File: config.mk
export PLATFORM = sky130hd
export DESIGN_NAME = rv_alu_regfile
export DESIGN_NICKNAME = d
export VERILOG_FILES = /design/src/rtl/rv_alu_pkg.sv /design/src/rtl/rv_alu_regfile_rf.sv /design/src/rtl/rv_alu_regfile.sv
export SDC_FILE = /design/constraint.sdc
export NUM_CORES = 2
export LEC_CHECK = 0
export BUFFER_PORTS_ARGS = -buffer_cell sky130_fd_sc_hd__buf_2
export CAP_MARGIN = 20
export CORE_MARGIN = 2
export CORE_UTILIZATION = 65
export CTS_BUF_LIST = sky130_fd_sc_hd__clkbuf_8
export DETAILED_ROUTE_END_ITERATION = 8
export PLACE_DENSITY = 0.85
export SLEW_MARGIN = 20
export SYNTH_ARGS = -nofsm -noshare
export SYNTH_HDL_FRONTEND = slang
export SYNTH_SLANG_ARGS = --single-unit
export TNS_END_PERCENT = 30
File: constraint.sdc
create_clock -name CLK -period 6.41 [get_ports CLK]
set_input_delay 0.641 -clock CLK [delete_from_list [all_inputs] [get_ports CLK]]
set_output_delay 0.641 -clock CLK [all_outputs]
set_load 0.01 [all_outputs]
File: src/rtl/rv_alu_pkg.sv
// Shared constants for the RV32I datapath core: widths and ALU opcodes.
// The register file's write-through forwarding is enabled by RF_BYPASS_EN.
package rv_alu_pkg;

  localparam int unsigned XLEN     = 32;
  localparam int unsigned NREG     = 32;
  localparam int unsigned RF_IDX_W = 5;
  localparam int unsigned OPC_W    = 5;

  localparam logic [OPC_W-1:0] IADD   = 5'd0;
  localparam logic [OPC_W-1:0] ISUB   = 5'd1;
  localparam logic [OPC_W-1:0] ISLL   = 5'd2;
  localparam logic [OPC_W-1:0] ISRL   = 5'd3;
  localparam logic [OPC_W-1:0] ISRA   = 5'd4;
  localparam logic [OPC_W-1:0] IXOR   = 5'd5;
  localparam logic [OPC_W-1:0] IOR    = 5'd6;
  localparam logic [OPC_W-1:0] IAND   = 5'd7;
  localparam logic [OPC_W-1:0] ISLT   = 5'd8;
  localparam logic [OPC_W-1:0] ISLTU  = 5'd9;
  localparam logic [OPC_W-1:0] IEQ    = 5'd10;
  localparam logic [OPC_W-1:0] IPASSB = 5'd11;

  // Zero-extend a single-bit compare result to a full datapath word.
  function automatic logic [XLEN-1:0] flag_to_word(input logic f);
    return {{(XLEN-1){1'b0}}, f};
  endfunction

endpackage

File: src/rtl/rv_alu_regfile_rf.sv
// 32x32 register file: two asynchronous reads, one synchronous write, r0 hardwired to 0.
// With RF_BYPASS_EN defined, a same-cycle write is forwarded to matching read ports.
module rv_regfile
  import rv_alu_pkg::*;
(
  input  logic                CLK,
  input  logic                RST,
  input  logic [RF_IDX_W-1:0] RNUM1,
  output logic [XLEN-1:0]     RDATA1,
  input  logic [RF_IDX_W-1:0] RNUM2,
  output logic [XLEN-1:0]     RDATA2,
  input  logic [RF_IDX_W-1:0] WNUM,
  input  logic [XLEN-1:0]     WDATA
);

  logic [XLEN-1:0] regs_q [NREG];
  logic [XLEN-1:0] regs_d [NREG];
  logic            wr_en;

  assign wr_en = (WNUM != RF_IDX_W'(0));

  always_comb begin
    regs_d = regs_q;
    if (wr_en) regs_d[WNUM] = WDATA;
  end

  // Reset wins over a same-edge write, discarding it.
  always_ff @(posedge CLK) begin
    if (RST) begin
      for (int i = 0; i < int'(NREG); i++) regs_q[i] <= '0;
    end else begin
      regs_q <= regs_d;
    end
  end

  function automatic logic [XLEN-1:0] read_port(input logic [RF_IDX_W-1:0] rnum);
    logic [XLEN-1:0] rd;
    rd = regs_q[rnum];
`ifdef RF_BYPASS_EN
    if (wr_en && !RST && (rnum == WNUM)) rd = WDATA;
`endif
    if (rnum == RF_IDX_W'(0)) rd = '0;
    return rd;
  endfunction

  assign RDATA1 = read_port(RNUM1);
  assign RDATA2 = read_port(RNUM2);

endmodule

File: src/rtl/rv_alu_regfile.sv
// RV32I datapath core: register file for ID plus the combinational EX-stage ALU.
// Optional write-through forwarding in the register file is enabled by RF_BYPASS_EN.
module rv_alu_regfile
  import rv_alu_pkg::*;
(
  input  logic                CLK,
  input  logic                RST,
  input  logic [RF_IDX_W-1:0] RNUM1,
  output logic [XLEN-1:0]     RDATA1,
  input  logic [RF_IDX_W-1:0] RNUM2,
  output logic [XLEN-1:0]     RDATA2,
  input  logic [RF_IDX_W-1:0] WNUM,
  input  logic [XLEN-1:0]     WDATA,
  input  logic [XLEN-1:0]     A,
  input  logic [XLEN-1:0]     B,
  input  logic [OPC_W-1:0]    C,
  output logic [XLEN-1:0]     Y,
  output logic                ZERO
);

  rv_regfile u_rf (
    .CLK    (CLK),
    .RST    (RST),
    .RNUM1  (RNUM1),
    .RDATA1 (RDATA1),
    .RNUM2  (RNUM2),
    .RDATA2 (RDATA2),
    .WNUM   (WNUM),
    .WDATA  (WDATA)
  );

  logic [4:0]      shamt;
  logic [XLEN-1:0] y_c;

  assign shamt = B[4:0];

  // Undefined opcodes fall through to the zero default.
  always_comb begin
    y_c = '0;
    case (C)
      IADD:   y_c = A + B;
      ISUB:   y_c = A - B;
      ISLL:   y_c = A << shamt;
      ISRL:   y_c = A >> shamt;
      ISRA:   y_c = XLEN'($signed(A) >>> shamt);
      IXOR:   y_c = A ^ B;
      IOR:    y_c = A | B;
      IAND:   y_c = A & B;
      ISLT:   y_c = flag_to_word($signed(A) < $signed(B));
      ISLTU:  y_c = flag_to_word(A < B);
      IEQ:    y_c = flag_to_word(A == B);
      IPASSB: y_c = B;
      default: y_c = '0;
    endcase
  end

  assign Y    = y_c;
  assign ZERO = (y_c == '0);

endmodule

==> results.cfg <==
[power]
leakagePower_nw = 23.5
power.ir.vdd_worst_uv = 221
power_density_nw_per_um2 = 218

[placed_design]
hpwlAfterDp_microns = 166000
port_buffers = 214
finalWeightedCongestion = 1.16
dp_worst_setup_slack_ps = 850

[timing]
final.hold.worst_slack_ps = 237
finalSetupTns_ps = 0
final_critical_path_setup_slack_ps = 611
max-slew-margin-rel_pct = 17.7
rsz_0062_raised_after_global_routing = no
fmax_mhz = 172
worst_pin_slew_ps = 1230
min_period_over_period_pct = 90.5
finalSetupViolCount = 0
timing.clock.skew_ps = 0
final.min_clock_period_ps = 5800
timing.final.hold_violations = 0
timing.final.max_slew_violations = 0

[global_routing]
gr-usage-met1_pct = 64.1
first_pass_grt_wire_length_microns = 382000
number_of_global_route_vias_before_repair = 60400
grt_antenna_before_repair = 29
grtUsageMet2_pct = 71.9
grt.busiest_layer = met2
grt_max_degree = 242
grt_remaining_overflow = 0
gr-usage-met3_pct = 24.7
globalRouteTotalUtil_pct = 52.6

[routing]
via_count = 62900
dr.first_iter.drc_count = 13700
first_pass_iters = 9
number_of_vias_per_cell = 7.58
drt_drc_violations_left = 25
drt-total-wl_microns = 265000
route.detailed.wl_per_inst_microns = 31.9
postRouteAntennaNets = 0

[run]
cap_violations = 0

[floorplanning]
placement_rows = 113
initial_core_util_pct = 65.6
core-area_sq_um = 95000
die-width_microns = 314
floorplan.io_pins = 215
design.die.area_sq_um = 98400
die-height_microns = 314

[synth]
post_synth_inst_count = 7051
post-synth-top-area-cell = dfxtp_1
ys_ff_latch = 1024
syn-mean-instance-area_sq_um = 8.85
syn_nets = 7273
synth.cell_area_sq_um = 62400
synth_most_common_cell = nand2_1
async_flop_share_pct = 0
synth.distinct_cells = 86
ys.flop_type = dfxtp_1
netlist_top_cells_area = dfxtp_1, mux4_2, nand2_1, a21oi_1, clkbuf_1
number_of_synthesized_flops_with_an_enable_pin = 0
synth_largest_type_area_fraction_pct = 32.9
yosysSeqAreaShare_pct = 32.9
synth_common_cells = nand2_1, a21oi_1, dfxtp_1, mux4_2, clkbuf_1
ys_warn_count = 0

[clock_tree]
clock_transition_at_the_register_clock_pins_on_the_worst_setup_and_hold_paths_after_cts_ps = 70
cts-hold-fix-buffers = 0
post_cts_resize_count = 0
worst_skew_pair.late_latency_ps = 900
buffer_cell_driving_the_clock_tree_root = clkbuf_8
cts_max_path_buffers = 3
cts_made_buffers = 164
cts_tree = yes
htreeDepth = 4
clock_sink_count = 1024
cts_setup_buffers = 0

[setup_path]
endpoint_kind = output pin
cp_data_arrival_time_ps = 5160
cp_data_required_time_ps = 5770
rrSetupSlack_ps = 5490
timing_worst_setup_path_type = in2out
worstPathMaxFanout = 46
setup.worst_path.start_class = input pin

[layout]
largest_register_ffs = 1024
finish.net_count = 7104
flow.area_growth_from_synthesis_pct = 8.25
largest_register = u_rf.regs_q
finish.utilization_pct = 71.1
share_of_layout_cells_above_drive_strength_1_pct = 20.9
reg_top3 = u_rf.regs_q x1024

[outcome]
run_status = finished, violations left
violations = design-rule violations

[hold_path]
hold_path_class = in2reg
-- critical path: stages --
cell	delay [ps]
buf_4	590
buf_12	300
mux4_1	630
mux4_2	500
nand2_1	80
a41oi_1	240
nor4_1	560
o21ai_0	260
a2111oi_0	440
nor4b_2	370
nand4_1	220
nor2_1	130
buf_2	130
-- path summary, 6_finish.rpt --
path	startpoint	endpoint	cells past startpoint
setup / recovery	B[0]	ZERO	13
hold / removal	WDATA[13]	u_rf.regs_q[301]$_SDFFE_PP0P_	3
setup reg to reg	u_rf.regs_q[822]$_SDFFE_PP0P_	u_rf.regs_q[822]$_SDFFE_PP0P_	2
hold reg to reg	u_rf.regs_q[642]$_SDFFE_PP0P_	u_rf.regs_q[642]$_SDFFE_PP0P_	2
-- kinds of logic (layout without fill, tap and decap cells) --
kind of cell / count (synthesis) / in the layout / synth area share, %
other: 0 / 27 / 0
AOI/OAI and AO/OA: 1522 / 1522 / 14.0
muxes: 877 / 877 / 28.3
and+or+nand+nor: 2697 / 2697 / 17.5
adders and majority gates: 104 / 104 / 2.11
DFF: 1024 / 1024 / 32.9
xor gates and xnor gates: 10 / 10 / 0.140
buffers and inverters: 817 / 776 / 5.07
-- layer usage --
metal	vias to the layer above	wire length [microns]
li1	24900	-
met5	-	257
met2	6429	106000
met1	29600	84800
met4	18	25900
met3	2009	47700
-- per-stage QoR --
stage	area [sq um]	power (W)	cells
2_1_floorplan	62400	0.00804	7051
3_3_place_gp	64000	0.00876	7980
3_5_place_dp	64000	0.00878	7980
4_1_cts	67400	0.0145	8274
5_1_grt	67500	0.0150	8291
6_report	67500	0.0147	8302
-- power breakdown --
group / internal, W / switching, W / leakage (nW)
Combinational: 0.000735 / 0.00155 / 13.3
Sequential: 0.00644 / 0.0000594 / 8.26
Clock: 0.00308 / 0.00286 / 1.95
Total: 0.0103 / 0.00447 / 23.5
-- placed cells by master, fill, tap and decap left out, types with 23 or more instances in the layout --
| cell type | synthesis | layout |
|---|---|---|
| a211oi_1 | 29 | 29 |
| a21oi_1 | 1093 | 1093 |
| a31oi_1 | 23 | 23 |
| buf_2 | 31 | 203 |
| buf_4 | 7 | 162 |
| clkbuf_8 | 0 | 207 |
| dfxtp_1 | 1024 | 1024 |
| diode_2 | 0 | 27 |
| ha_1 | 102 | 102 |
| inv_1 | 97 | 149 |
| mux2_2 | 36 | 36 |
| mux2i_1 | 140 | 140 |
| mux4_2 | 694 | 694 |
| nand2_1 | 2138 | 2107 |
| nand2_2 | 0 | 31 |
| nand3_1 | 49 | 49 |
| nand4_1 | 27 | 27 |
| nor2_1 | 232 | 209 |
| nor2_4 | 0 | 23 |
| nor2b_1 | 55 | 55 |
| nor3_1 | 42 | 34 |
| nor4_1 | 23 | 23 |
| o211ai_1 | 44 | 44 |
| o21ai_0 | 77 | 77 |
-- final cells by class --
| cell class | instances | area (sq um) |
|---|---|---|
| antenna | 27 | 67.6 |
| clock buffer | 207 | 2850 |
| multi-input combinational | 5210 | 39000 |
| fill | 6805 | 27500 |
| timing repair buffer | 384 | 2580 |
| clock inverter | 87 | 536 |
| sequential | 1024 | 20500 |
| inverter | 98 | 368 |
| tap | 1265 | 1580 |
No activity file was read; power rests on OpenSTA's default activity.
